--- src/rtl/pmc_pkg.sv ---
// Shared types and constants for the PMC counter readout path.
package pmc_pkg;

    localparam int PMC_CNT_W   = 256;
    localparam int PMC_WORD_W  = 32;
    localparam int PMC_NUM_CNT = 4;

    typedef enum logic [1:0] {
        IDLE,
        SEND,
        DONE
    } state_t;

    localparam int CNT_STALL = 0;
    localparam int CNT_CPI   = 1;
    localparam int CNT_ARITH = 2;
    localparam int CNT_MEM   = 3;

    localparam logic [15:0] PMC_HDR_MAGIC = 16'h504D;

endpackage

--- src/rtl/pmc_word_mux.sv ---
// Selects word k out of the flattened snapshot; counter 0 occupies the lowest bits,
// so word k sits at bit offset k*WORD_W. Out-of-range indices read as zero.
module pmc_word_mux
    import pmc_pkg::*;
#(
    parameter int CNT_W   = PMC_CNT_W,
    parameter int WORD_W  = PMC_WORD_W,
    parameter int NUM_CNT = PMC_NUM_CNT
) (
    input  logic [NUM_CNT*CNT_W-1:0] snap,
    input  logic [5:0]               idx,
    output logic [WORD_W-1:0]        word
);

    localparam int NUM_WORDS = NUM_CNT * CNT_W / WORD_W;

    always_comb begin
        word = '0;
        for (int k = 0; k < NUM_WORDS; k++) begin
            if (idx == 6'(k)) begin
                word = snap[k*WORD_W +: WORD_W];
            end
        end
    end

endmodule

--- src/rtl/pmc_readout.sv ---
// Snapshots the four PMC counters on req and streams them out word by word.
// Optional header word per dump is enabled by defining PMC_READOUT_HEADER_EN.
module pmc_readout
    import pmc_pkg::*;
#(
    parameter int CNT_W   = PMC_CNT_W,
    parameter int WORD_W  = PMC_WORD_W,
    parameter int NUM_CNT = PMC_NUM_CNT
) (
    input  logic              clk,
    input  logic              reset,
    input  logic [CNT_W-1:0]  stall_count,
    input  logic [CNT_W-1:0]  cycles_per_instruction_q78,
    input  logic [CNT_W-1:0]  arith_count,
    input  logic [CNT_W-1:0]  mem_access_count,
    input  logic              req,
    output logic              busy,
    output logic [WORD_W-1:0] word_data,
    output logic              word_valid,
    input  logic              word_ready,
    output logic [5:0]        word_idx,
    output logic              word_last,
    output logic              done
);

    localparam int WPC     = CNT_W / WORD_W;
    localparam int PAYLOAD = NUM_CNT * WPC;
`ifdef PMC_READOUT_HEADER_EN
    localparam int TOTAL   = PAYLOAD + 1;
`else
    localparam int TOTAL   = PAYLOAD;
`endif
    localparam logic [5:0] LAST_IDX = 6'(TOTAL - 1);

    state_t                   state;
    logic [5:0]               idx;
    logic [NUM_CNT*CNT_W-1:0] snap;
    logic [5:0]               payload_idx;
    logic [WORD_W-1:0]        payload_word;
    logic [WORD_W-1:0]        word_sel;

    always_ff @(posedge clk) begin
        if (reset) begin
            state <= IDLE;
            idx   <= '0;
            snap  <= '0;
        end else begin
            case (state)
                IDLE: begin
                    if (req) begin
                        snap[CNT_STALL*CNT_W +: CNT_W] <= stall_count;
                        snap[CNT_CPI*CNT_W   +: CNT_W] <= cycles_per_instruction_q78;
                        snap[CNT_ARITH*CNT_W +: CNT_W] <= arith_count;
                        snap[CNT_MEM*CNT_W   +: CNT_W] <= mem_access_count;
                        idx   <= '0;
                        state <= SEND;
                    end
                end
                SEND: begin
                    if (word_ready) begin
                        if (idx == LAST_IDX) begin
                            idx   <= '0;
                            state <= DONE;
                        end else begin
                            idx <= idx + 6'd1;
                        end
                    end
                end
                DONE:    state <= IDLE;
                default: state <= IDLE;
            endcase
        end
    end

`ifdef PMC_READOUT_HEADER_EN
    logic [7:0] seq;

    // Sequence number advances once per completed dump, wrapping naturally.
    always_ff @(posedge clk) begin
        if (reset) begin
            seq <= '0;
        end else if (state == DONE) begin
            seq <= seq + 8'd1;
        end
    end

    assign payload_idx = idx - 6'd1;
    assign word_sel    = (idx == 6'd0) ? {PMC_HDR_MAGIC, 8'(PAYLOAD), seq} : payload_word;
`else
    assign payload_idx = idx;
    assign word_sel    = payload_word;
`endif

    pmc_word_mux #(
        .CNT_W   (CNT_W),
        .WORD_W  (WORD_W),
        .NUM_CNT (NUM_CNT)
    ) u_word_mux (
        .snap (snap),
        .idx  (payload_idx),
        .word (payload_word)
    );

    // All outputs decode registered state only; word_ready never reaches word_valid.
    assign busy       = (state != IDLE);
    assign word_valid = (state == SEND);
    assign done       = (state == DONE);
    assign word_last  = (state == SEND) && (idx == LAST_IDX);
    assign word_idx   = idx;
    assign word_data  = word_valid ? word_sel : '0;

endmodule

--- config.mk ---
export PLATFORM = sky130hd
export DESIGN_NAME = pmc_readout
export DESIGN_NICKNAME = d
export VERILOG_FILES = /design/src/rtl/pmc_pkg.sv /design/src/rtl/pmc_word_mux.sv /design/src/rtl/pmc_readout.sv
export SDC_FILE = /design/constraint.sdc
export NUM_CORES = 2
export LEC_CHECK = 0
export ABC_CLOCK_PERIOD_IN_PS = 7320
export CORE_AREA = 5 5 418 420
export CTS_CLUSTER_SIZE = 20
export DETAILED_ROUTE_END_ITERATION = 10
export DIE_AREA = 0 0 423 425
export HOLD_SLACK_MARGIN = 0.1
export MAX_ROUTING_LAYER = met4
export PLACE_DENSITY = 0.51
export SYNTH_ARGS = -nofsm -noshare
export SYNTH_HDL_FRONTEND = slang
export SYNTH_SLANG_ARGS = --single-unit
--- constraint.sdc ---
create_clock -name clk -period 7.32 [get_ports clk]
set_input_delay 1.83 -clock clk [delete_from_list [all_inputs] [get_ports clk]]
set_output_delay 1.83 -clock clk [all_outputs]
set_load 0.01 [all_outputs]
### Word level (Yosys, flattened, before mapping)

Index checks and enable logic that the tools add are counted.

* add/sub/neg operators: 1
* equality and inequality tests: 36
* multiplexer cells: 41
* reductions and logical operators: 8

Operators with widths (count)
* $mux W32: 33
* $eq A6 B5 Y1 const B: 16
* $eq A6 B4 Y1 const B: 8
* $eq A6 B3 Y1 const B: 4
* $mux W6: 3
* $eq A6 B2 Y1 const B: 2
* $pmux W6 S2: 1
* $add A6 B1 Y6 const B: 1
* $eq A6 B1 Y1 const B: 1
* $logic_not A6 Y1: 1
* $mux W2: 3
* $reduce_and A3 Y1: 2
* $ne A2 B1 Y1 const B: 2
* $pmux W2 S2: 1
* $reduce_bool A2 Y1: 2
* $eq A2 B1 Y1 const B: 1
* $eq A2 B2 Y1 const B: 1
* $logic_not A2 Y1: 1
* $ne A2 B2 Y1 const B: 1
* $reduce_and A2 Y1: 1
* $logic_and A1 B1 Y1: 1

* register bits: 1032
* bits of input ports: 1028
* output and inout bits: 42
* word-level logic and storage cells: 89

### Longest topological paths before layout

* word-level depth: 34
* mapped depth: 13
* gate-level depth less buffers: 10

### By module

Synthesis repeated with hierarchy kept, for this count alone.

* cell total of the unflattened synthesis: 5693
* area, all modules: 44355.0 um^2

Modules (own cells, without submodules)
* pmc_readout: times used 1, cells each 4530, area an instance 35851.9 um^2, sequential area each 20659.8 um^2
* pmc_word_mux: times used 1, cells each 1163, area an instance 8503.2 um^2, sequential area each 0.0 um^2

### Least setup slack after synthesis

Ideal clock, no wire load.

* path type: reg2out
* start: reg idx[0] (netlist: word_idx[0])
* end: out word_data[16]
* arrival: 2.636 ns
* required time: 5.490 ns
* path slack: 2.854 ns
* cell stages (with the launch flop): 13
* buffers on the path: 2
* cell sequence: dfxtp_1 -> inv_1 -> ha_1 -> buf_2 -> inv_1 -> clkbuf_1 -> nor2_1 -> a21oi_1 -> nand4_1 -> a2111oi_0 -> nand3_1 -> a31oi_1 -> o22ai_1

* word-level cells in the longest chain between the ends: 34
* elaborated cells between the ends (all ways): 65
* classes of those cells: eq/ne (31); mux (33); reduce/logical (1)

Ends and longest elaborated chain
* from (decl): line pmc_readout.sv:36 `logic [5:0] idx;`
* from (signal assigned): line pmc_readout.sv:65 `idx <= idx + 6'd1;`
* $logic_not A6 Y1: line pmc_word_mux.sv:20 `if (idx == 6'(k)) begin`
* $mux W32 (31 in series): line pmc_word_mux.sv:20
* $mux W32 *: line pmc_word_mux.sv:20
* $mux W32 *: line pmc_readout.sv:110 `assign word_data = word_valid ? word_sel : '0;`
* to (decl): line pmc_readout.sv:18 `output logic [WORD_W-1:0] word_data,`

Mark *: on every way between the ends. The rest lies on a longest branch, timed or not.

### Worst setup path in the final report

* start: reg idx[0] (netlist: word_idx[0])
* end: out word_data[21]

The elaborated chain is that of the path after synthesis.

==> impl_results.md <==
- Worst EP arrival: ~5.6 ns
- Cell taking the most area after synthesis: dfxtp_1
- Top-count cell post-synth: nand2_1
- Max frequency: approximately 130 MHz
- Worst hold start: snap[475]
- Hold endpoint: snap[475]
- Final setup viols: 2
- Wirelength per Cell: 32.60 µm
- Top_reg_cell synth: dfxtp_1
- P_leak: between 20 and 25 nW
- Syn avg cell area: ~7.3 µm²
- Reg2Reg Capture Point: snap[847]
- Final nets: 7838
- Top layer in use: met4
- Post-Syn Area: about 44000 µm²
- Fill cells: roughly 18000
- Seq/Total Area, Yosys: 0.4716
- Failing checks: negative setup slack
- Drt drc: 0
- Layout cells sized above 1: 0.06396
- Port Buffers: 1069
- Post-synth top cells: nand2_1 (2216), a21oi_1 (1142), dfxtp_1 (1032), clkbuf_1 (401), nor2_1 (161)
- Largest net degree at the start of global routing: 220
- Die Ht: 425 µm
- Clock Skew: ~0.038 ns
- GPL Wtd Cong: 1.016
- Clk Latency, worst-skew pair: around 0.78 ns
- Final ANT Viol Nets: 0
- Slowest cell on the critical path: nor2_2
- Initial core utilization: 0.2568
- Fin crit share: 1.013
- CTS tree: yes
- Area added between synthesis and finish: 40.39%
- CTS Buffer Depth: 3
- Ys Warns: 0
- GRT Overall Usage: 0.3249
- Power Dens Cells: 237.1 nW/µm²
- GRT overflow: 0
- Initial antenna violation count: around 110
- CTS Buf Count: 120
- Dpl cell area: between 50000 and 60000 µm²
- Core area: roughly 170000 µm²
- Post-synth cell types: 78
- Final instance area: about 60000 µm²
- Die area: 179800 µm²
- Wire length on met3: 21.42 mm
- Most used cell, CP: a21oi_1
- Layout Utilization: 0.3605
- Ports: 1070
- Final setup margin: -0.09816 ns
- Slowest cell delay on critical path: 0.83 ns
- DRT Wirelength: ~300 mm
- Vias in the first global route: 47660
- Met2 wire length: 146.6 mm
- Synth Net Count: between 6000 and 7000
- Critical path class: reg2out
- Placement Setup Slack: roughly 0.14 ns
- Clock sink count: between 1000 and 1500
- CP required: 5.49 ns
- Drt first pass iters: 8
- Worst hold stages: 2
- H-tree Lvls: 3
- Critical path startpoint category: flip-flop
- Site Rows: approximately 150
- CP max FO: 19
- CTS clk-pin slew, worst paths: approximately 0.060 ns
- Post-Route M1 WL: between 100 and 150 mm
- DR vias/cell: about 5.4
- Number of synthesized flops with an enable pin: 0
- Main area contributors after synthesis: dfxtp_1 (47%), nand2_1 (19%), a21oi_1 (13%)
- Detailed Place HPWL: around 240 mm
- Final non-filler cell total: ~9000
- HP Class: reg2reg
- Final-report hold violation count: 0
- 1st-iter DRT viols: around 6100
- Via count: ~50000
- Max Cap Violations: 0
- Synth Instances: ~6000
- Peak supply drop: 0.0002283 V
- Tmin final: ~7.4 ns
- Async SR Flop Fraction: 0
- FF-to-FF setup slack: ~4.6 ns
- Relative slew margins: 0.1969
- #FFs+latches synth: 1032
- First-pass GRT wire length: approximately 400 mm
- RSZ-0062 raised after global routing: yes
- Worst-Margin Slew: 1.205 ns
- Max-slew violations: 0
- Status: finished, violations left
- CTS root buffer: clkbuf_16
- Reg2reg start: state[1]
- Share of the synthesized area in the top cell type: 0.4716
- CP endpoint kind: output port
- Cell Count Post-Placement: slightly below 9000
- DIE WIDTH: between 400 and 500 µm
- Cell depth of the worst flop-to-flop path: 5
- Ordered cell list for the critical path: inv_1 > ha_2 > nand2b_1 > nor2_2 > a221o_1 > a21oi_1 > a21oi_1 > a21oi_1 > o21ai_1 > clkdlybuf4s50_1
- WHS: 0.4536 ns
power breakdown:
part	internal [mW]	switching, mW
sequential	5.94	0.334
combinational	0.800	0.983
clock	3.81	2.72
total	10.6	4.03
critical path, delay by kind of cell, from the launching register on:
kind / cells / cell delay (ns)
adders and majority gates: 1 / 0.59
buffers and inverters: 2 / 0.82
AOI/OAI and AO/OA: 5 / 1.74
and+or+nand+nor: 2 / 1.18
DFF: 1 / 0.43
what timing repair did:
action | CTS | global route
hold buffers | 0 | 0
resized for setup | 24 | 15
setup endpoints to repair | 21 | 14
buffers inserted | 6 | 0
registers in the layout (all words and copies together), names as in the netlist:
| name | cells |
|---|---|
| snap | 1024 |
| word_idx | 6 |
| state | 2 |
final cells by class:
class	count	area, µm²	area share
multi-input combinational	4423	21370	0.3475
sequential	1032	20660	0.3360
timing repair buffer	1220	12130	0.1972
clock buffer	172	3561	0.05790
tap	2233	2794	0.04543
clock inverter	55	699.4	0.01137
antenna	97	242.7	0.003947
inverter	9	41.29	0.0006714
per-layer routing:
metal / global-route usage / vias up
li1: - / 22330
met1: 0.3707 / 24800
met2: 0.5401 / 2460
met3: 0.06120 / 572
met4: 0.1780 / 0
met5: - / -
worst max path at each step:
stage	from	to	slack, ns	depth (start not counted)
finish	word_idx[0]	word_data[21]	-0.1	10
global route	word_idx[0]	word_data[30]	-0.05	11
CTS	word_idx[0]	word_data[28]	-0.15	12
detailed placement	word_idx[0]	word_data[19]	0.14	11
global placement	word_idx[0]	word_data[28]	0.09	12
floorplan	word_idx[0]	word_data[16]	2.85	12
placed cells by master, fill, tap and decap left out, drive strengths merged, types with 18 or more instances in the layout:
cell	instances
a211oi	18
diode	97
a22oi	63
nand3	69
clkbuf	172
a221oi	119
nor2	167
o21ai	143
dfxtp	1032
o211ai	33
nand2	2221
a21oi	1142
clkinv	35
o22ai	103
nor3	34
buf	166
clkdlybuf4s50	1054
and2	20
a221o	20
o221ai	60
through the flow:
| step | power, mW | setup TNS, ns |
|---|---|---|
| after global placement | 8.128 | 0 |
| after CTS | 14.64 | -0.1514 |
| after global routing | 15.00 | -0.05092 |
| final | 14.58 | -0.1598 |
| after detailed placement | 8.136 | 0 |
| after floorplan | 6.912 | 0 |
kinds of logic after synthesis:
| group | count (synthesis) | share of synthesized area |
|---|---|---|
| flip-flops | 1032 | 0.4716 |
| buffers and inverters | 508 | 0.04581 |
| multiplexers | 2 | 0.0004855 |
| AND/OR/NAND/NOR | 2591 | 0.2351 |
| adder cells (fa/ha/maj) | 4 | 0.001143 |
| XOR/XNOR | 4 | 0.0007999 |
| AO/OA/AOI/OAI | 1822 | 0.2451 |
Power figures use the tool's default switching activity.
